[src/rtl/vector_output_streamer.sv]
// rtl/vector_output_streamer.sv - captures whole output vectors into a FIFO and streams them one element per handshake
// Element order is selectable per vector; adds a capture limit, sticky overflow and a drained indication.
module vector_output_streamer #(
  parameter int VECTOR_SIZE  = 6,
  parameter int OUTPUT_WIDTH = 8,
  parameter int FIFO_DEPTH   = 4,
  parameter int COUNT_WIDTH  = 18
) (
  input  logic                                clock,
  input  logic                                reset,
  input  logic                                inFlag,
  input  logic [VECTOR_SIZE*OUTPUT_WIDTH-1:0] inData,
  input  logic                                msbFirst,
  input  logic [COUNT_WIDTH-1:0]              captureLimit,
  output logic                                outValid,
  input  logic                                outReady,
  output logic [OUTPUT_WIDTH-1:0]             outData,
  output logic                                outLast,
  output logic                                overflow,
  output logic [COUNT_WIDTH-1:0]              captured,
  output logic [$clog2(FIFO_DEPTH):0]         level,
  output logic                                done
);
  localparam int VW = VECTOR_SIZE * OUTPUT_WIDTH;
  localparam int PW = $clog2(FIFO_DEPTH);
  localparam int LW = PW + 1;
  localparam int IW = (VECTOR_SIZE > 1) ? $clog2(VECTOR_SIZE) : 1;

  typedef enum logic {IDLE, SEND} state_t;

  state_t                  state_q, state_d;
  logic [VW-1:0]           mem_q [FIFO_DEPTH];
  logic [PW-1:0]           wr_ptr_q, wr_ptr_d;
  logic [PW-1:0]           rd_ptr_q, rd_ptr_d;
  logic [LW-1:0]           level_q, level_d;
  logic [VW-1:0]           vec_q, vec_d;
  logic                    msb_q, msb_d;
  logic [IW-1:0]           idx_q, idx_d;
  logic                    out_valid_q, out_valid_d;
  logic [OUTPUT_WIDTH-1:0] out_data_q, out_data_d;
  logic                    out_last_q, out_last_d;
  logic                    overflow_q, overflow_d;
  logic [COUNT_WIDTH-1:0]  captured_q, captured_d;
  logic                    done_q, done_d;

  logic          limit_hit;
  logic          fifo_full;
  logic          push;
  logic          pop;
  logic          hs;
  logic          at_last;
  logic [VW-1:0] head;
  logic [IW-1:0] idx_next;

  function automatic logic [OUTPUT_WIDTH-1:0] elem(input logic [VW-1:0] v,
                                                   input logic [IW-1:0] i,
                                                   input logic m);
    int sel;
    sel = m ? (VECTOR_SIZE - 1 - int'(i)) : int'(i);
    return v[sel*OUTPUT_WIDTH +: OUTPUT_WIDTH];
  endfunction

  always_comb begin
    limit_hit = (captureLimit != '0) && (captured_q >= captureLimit);
    fifo_full = (level_q == LW'(FIFO_DEPTH));
    push      = inFlag && !limit_hit && !fifo_full;
    hs        = out_valid_q && outReady;
    at_last   = (idx_q == IW'(VECTOR_SIZE - 1));
    idx_next  = idx_q + IW'(1);
    head      = mem_q[rd_ptr_q];
    // Pop decision uses the pre-push level, so a push into an empty FIFO is never popped the same edge.
    pop       = (level_q != '0) && ((state_q == IDLE) || (hs && at_last));

    state_d     = state_q;
    wr_ptr_d    = wr_ptr_q;
    rd_ptr_d    = rd_ptr_q;
    vec_d       = vec_q;
    msb_d       = msb_q;
    idx_d       = idx_q;
    out_valid_d = out_valid_q;
    out_data_d  = out_data_q;
    out_last_d  = out_last_q;
    overflow_d  = overflow_q;
    captured_d  = captured_q;

    if (push) begin
      wr_ptr_d = wr_ptr_q + PW'(1);
      if (captured_q != '1) begin
        captured_d = captured_q + COUNT_WIDTH'(1);
      end
    end
    if (inFlag && !limit_hit && fifo_full) begin
      overflow_d = 1'b1;
    end

    if (pop) begin
      rd_ptr_d    = rd_ptr_q + PW'(1);
      vec_d       = head;
      msb_d       = msbFirst;
      idx_d       = '0;
      state_d     = SEND;
      out_valid_d = 1'b1;
      out_data_d  = elem(head, '0, msbFirst);
      out_last_d  = (VECTOR_SIZE == 1);
    end else if ((state_q == SEND) && hs) begin
      if (at_last) begin
        state_d     = IDLE;
        out_valid_d = 1'b0;
        out_last_d  = 1'b0;
      end else begin
        idx_d      = idx_next;
        out_data_d = elem(vec_q, idx_next, msb_q);
        out_last_d = (idx_next == IW'(VECTOR_SIZE - 1));
      end
    end

    level_d = level_q + LW'(push) - LW'(pop);
    done_d  = limit_hit && (level_q == '0) && (state_q == IDLE);
  end

  always_ff @(posedge clock) begin
    if (push) begin
      mem_q[wr_ptr_q] <= inData;
    end
  end

  always_ff @(posedge clock) begin
    if (reset) begin
      state_q     <= IDLE;
      wr_ptr_q    <= '0;
      rd_ptr_q    <= '0;
      level_q     <= '0;
      vec_q       <= '0;
      msb_q       <= 1'b0;
      idx_q       <= '0;
      out_valid_q <= 1'b0;
      out_data_q  <= '0;
      out_last_q  <= 1'b0;
      overflow_q  <= 1'b0;
      captured_q  <= '0;
      done_q      <= 1'b0;
    end else begin
      state_q     <= state_d;
      wr_ptr_q    <= wr_ptr_d;
      rd_ptr_q    <= rd_ptr_d;
      level_q     <= level_d;
      vec_q       <= vec_d;
      msb_q       <= msb_d;
      idx_q       <= idx_d;
      out_valid_q <= out_valid_d;
      out_data_q  <= out_data_d;
      out_last_q  <= out_last_d;
      overflow_q  <= overflow_d;
      captured_q  <= captured_d;
      done_q      <= done_d;
    end
  end

  assign outValid = out_valid_q;
  assign outData  = out_data_q;
  assign outLast  = out_last_q;
  assign overflow = overflow_q;
  assign captured = captured_q;
  assign level    = level_q;
  assign done     = done_q;
endmodule

[config.mk]
export PLATFORM = sky130hd
export DESIGN_NAME = vector_output_streamer
export DESIGN_NICKNAME = d
export VERILOG_FILES = /design/src/rtl/vector_output_streamer.sv
export SDC_FILE = /design/constraint.sdc
export NUM_CORES = 1
export LEC_CHECK = 0
export CAP_MARGIN = 20
export CORE_MARGIN = 2
export CORE_UTILIZATION = 60
export CTS_BUF_LIST = sky130_fd_sc_hd__clkbuf_16
export CTS_CLUSTER_DIAMETER = 50
export DETAILED_ROUTE_END_ITERATION = 6
export GPL_TIMING_DRIVEN = 0
export PLACE_DENSITY = 0.82
export SLEW_MARGIN = 20
export SYNTH_ARGS = -nofsm -noshare
export SYNTH_HDL_FRONTEND = slang
export SYNTH_SLANG_ARGS = --single-unit
[constraint.sdc]
create_clock -name clock -period 16.9 [get_ports clock]
set_clock_uncertainty 0.15 [all_clocks]
set_input_delay 5.07 -clock clock [delete_from_list [all_inputs] [get_ports clock]]
set_output_delay 5.07 -clock clock [all_outputs]
set_load 0.02 [all_outputs]
==> summary.md <==
| Metric | Value |
|---|---|
| Setup violations, final | 0 |
| Clk buf depth | 3 |
| Die span in y | 143 µm |
| Cell Pwr Density | 158 mW/mm² |
| Number of synthesized register bits | 283 |
| Share of the synthesized area in the top cell type | 49.7% |
| Top cells by area, synth | edfxtp_1 (50%), dfxtp_1 (16%), mux4_2 (10%), nand2_1 (3.9%), ha_1 (3.1%) |
| Peak supply drop | 0.000125 V |
| Worst Path Arrival | 8.73 ns |
| Initial Util | 61.6% |
| Gr ovfl total | 0 |
| Initial antenna violation count | 0 |
| Die Span X | 143 µm |
| Final wirelength | 24.8 mm |
| Final Max Tran Viols | 0 |
| Syn_area_per_cell | 14.1 µm² |
| Leakage | 4.91 nW |
| Critical path launch point | captureLimit[9] |
| Slew HR | 38.4% |
| CP Launch Type | input port |
| Yosys warns | 0 |
| Hold Fails Final Rpt | 0 |
| CP Max Fanout | 10 |
| Tmin final | 8.48 ns |
| HP Class | reg -> reg |
| Number of global-route vias before repair | 7311 |
| IO Pins | 104 |
| Cell area after placement | 0.0132 mm² |
| Port-buffer cells | 101 |
| Worst stage delay on the critical path | 0.46 ns |
| Detailed Route Iter0 Violations | 580 |
| Placer Congestion | 0.883 |
| Clk slew on worst S/H paths | 0.06 ns |
| Mapped Area | 0.0116 mm² |
| ANT nets after route | 0 |
| Worst Path Required | 17.15 ns |
| CTS tree | yes |
| Post-Syn Nets | 923 |
| Synth unique cells | 48 |
| CP max-delay cell | clkdlybuf4s50_1 |
| Largest net degree at the start of global routing | 26 |
| CP Class | in -> reg |
| Critical-path cell list | clkdlybuf4s50_1 -> inv_1 -> ha_1 -> nand4_1 -> a211oi_1 -> a2111oi_4 -> and4_1 -> o21ai_2 -> buf_2 -> buf_4 -> ha_1 -> inv_1 -> ha_1 -> inv_1 -> fa_1 -> xor2_1 -> xnor2_1 -> nor2_1 |
| Worst-margin pin slew | 0.920 ns |
| Most used DFF post-synth | edfxtp_1 |
| Achievable Freq | 118 MHz |
| Postcts setup bufs | 0 |
| RSZ-0062 raised after global routing | no |
| WP buf/inv | 6 |
| Sequential cell area fraction in the yosys report | 65.4% |
| Layout cells sized above 1 | 13.2% |
| WL per Instance | 19.9 µm |
| Antenna cell count | 0 |
| Worst skew pair latency | 0.53 ns |
| Num CTS Buffers | 29 |
| Root buf cell | clkbuf_16 |
| Total track usage | 24.6% |
| Sinks on Clock Net | 283 |
| Mapped Cells | 822 |
| DPL Wire Length | 17.2 mm |
| Detailed-route via count | 7331 |
| Max-cap viol count | 0 |
| First-pass GRT wire length | 38.1 mm |
| Reg2reg start | captured[9]$_SDFFE_PP0P_ |
| Status | completed |
| Rows | 50 |
| Die area | 0.0205 mm² |
| Pre-Repair DR Iteration Count | 5 |
| Synth async-reset ratio | 0% |
| Final std cell area, no fill | 0.0141 mm² |
| H-tree depth | 1 |
| R2R setup slack | 13.11 ns |
| CP endpoint kind | flip-flop |
| Final #Nets | 1063 |
| Hold_buf cts | 0 |
| Drc violations | 0 |
| Core area | 0.0188 mm² |
| Synthesis-to-finish area growth | 21.1% |
| Post-synth EDFFs | 192 |
| Setup_tns | 0 ns |
| Top delay family on crit path | adder cells |
| Final period util | 50.2% |
| Vias per cell | 5.89 |
| Top cell type by total area after synthesis | edfxtp_1 |
| Resize count post-CTS | 0 |
| Worst Hold Launch | vec_q[29]$_SDFFE_PP0P_ |
-- Yosys cell counts, types with 9 or more instances --
library cell	number
nor3_1	17
mux2_2	10
edfxtp_1	192
nand2_1	122
ha_1	29
inv_1	35
nor4_1	10
a21oi_1	65
mux4_2	54
a211oi_1	12
nor2b_1	12
dfxtp_1	91
o22ai_1	9
mux2i_1	17
clkbuf_1	25
nor2_1	39
-- final timing paths --
check / end / cells past startpoint
hold reg to reg: vec_q[29]$_SDFFE_PP0P_ / 2
hold / removal: vec_q[29]$_SDFFE_PP0P_ / 2
setup / recovery: level[2]$_SDFF_PP0_ / 18
setup reg to reg: level[2]$_SDFF_PP0_ / 16
-- per-stage QoR --
step	util, %	power [mW]	hold WS, ns	setup slack [ns]	std cells
6_report	74.6	2.23	0.305	8.42	1244
3_3_place_gp	68.7	1.60	0.289	5.31	1183
2_1_floorplan	-	1.41	0.282	7.69	822
3_5_place_dp	70.0	1.65	0.297	7.90	1191
5_1_grt	74.6	2.33	0.334	8.20	1244
4_1_cts	74.6	2.24	0.305	8.41	1244
-- worst register-to-register path, stage by stage, from the launching register on --
cell       delay, ns
dfxtp_1         0.35
ha_1            0.38
nand4_1         0.17
a211oi_1        0.34
a2111oi_4       0.09
and4_1          0.23
o21ai_2         0.21
buf_2           0.23
buf_4           0.26
ha_1            0.27
inv_1           0.06
ha_1            0.13
inv_1           0.05
fa_1            0.38
xor2_1          0.18
xnor2_1         0.14
nor2_1          0.06
-- state kept, by name, indices dropped and copies added, names as in the netlist, named ones only --
signal,count
idx_q,3
outLast,1
outValid,1
level,3
wr_ptr_q,2
captured,18
msb_q,1
rd_ptr_q,2
outData,8
overflow,1
mem_q,192
done,1
vec_q,48
-- where the power goes --
| part | switching, mW | total [mW] | internal [mW] |
|---|---|---|---|
| logic | 0.381 | 0.673 | 0.292 |
| registers | 0.0661 | 0.972 | 0.906 |
| clock network | 0.246 | 0.581 | 0.334 |
| total | 0.693 | 2.23 | 1.53 |
-- metal layers --
metal | global-route usage [%] | part of all wire, % | vias to the layer above
met4 | 10.7 | 4.1 | 0
met5 | 0 | 0 | -
met3 | 3.62 | 6.4 | 65
li1 | - | - | 3373
met2 | 40.8 | 48 | 289
met1 | 32.6 | 41 | 3604
-- area by class of cell --
class,instances,area (µm²)
well taps,260,325
plain buffers,42,186
multi-input cells,462,3730
clock inverters,23,128
clock buffers,30,751
repair buffers,109,1220
fillers,1132,4770
flip-flops and latches,283,7590
inverters,35,131
-- cells by family (layout without fill, tap and decap cells) --
| group | Yosys count | in the layout | share of synthesized area (%) |
|---|---|---|---|
| multiplexers | 83 | 83 | 13.4 |
| adder cells (fa/ha/maj) | 30 | 30 | 3.30 |
| AND/OR/NAND/NOR | 235 | 235 | 9.13 |
| AO/OA/AOI/OAI | 105 | 105 | 5.41 |
| XOR/XNOR | 9 | 9 | 0.679 |
| buffers and inverters | 77 | 239 | 2.74 |
| flip-flops | 283 | 283 | 65.4 |
-- cells in the final DEF, fill, tap and decap left out, drive strengths merged, types with 3 or more instances in the layout --
master           n
a211oi          12
and3             3
o21ai            8
or4              3
or3              6
o22ai            9
nand4            7
nor3            17
mux4            56
xor2             5
o31ai            3
mux2            10
ha              29
nand3            8
nand2          122
buf             25
nor4            11
clkdlybuf4s50  101
edfxtp         192
clkbuf          55
xnor2            4
mux2i           17
inv             46
dfxtp           91
nor2            39
nor2b           12
a21oi           66
clkinv          11
Note: power is estimated with default switching activity, not from simulation.
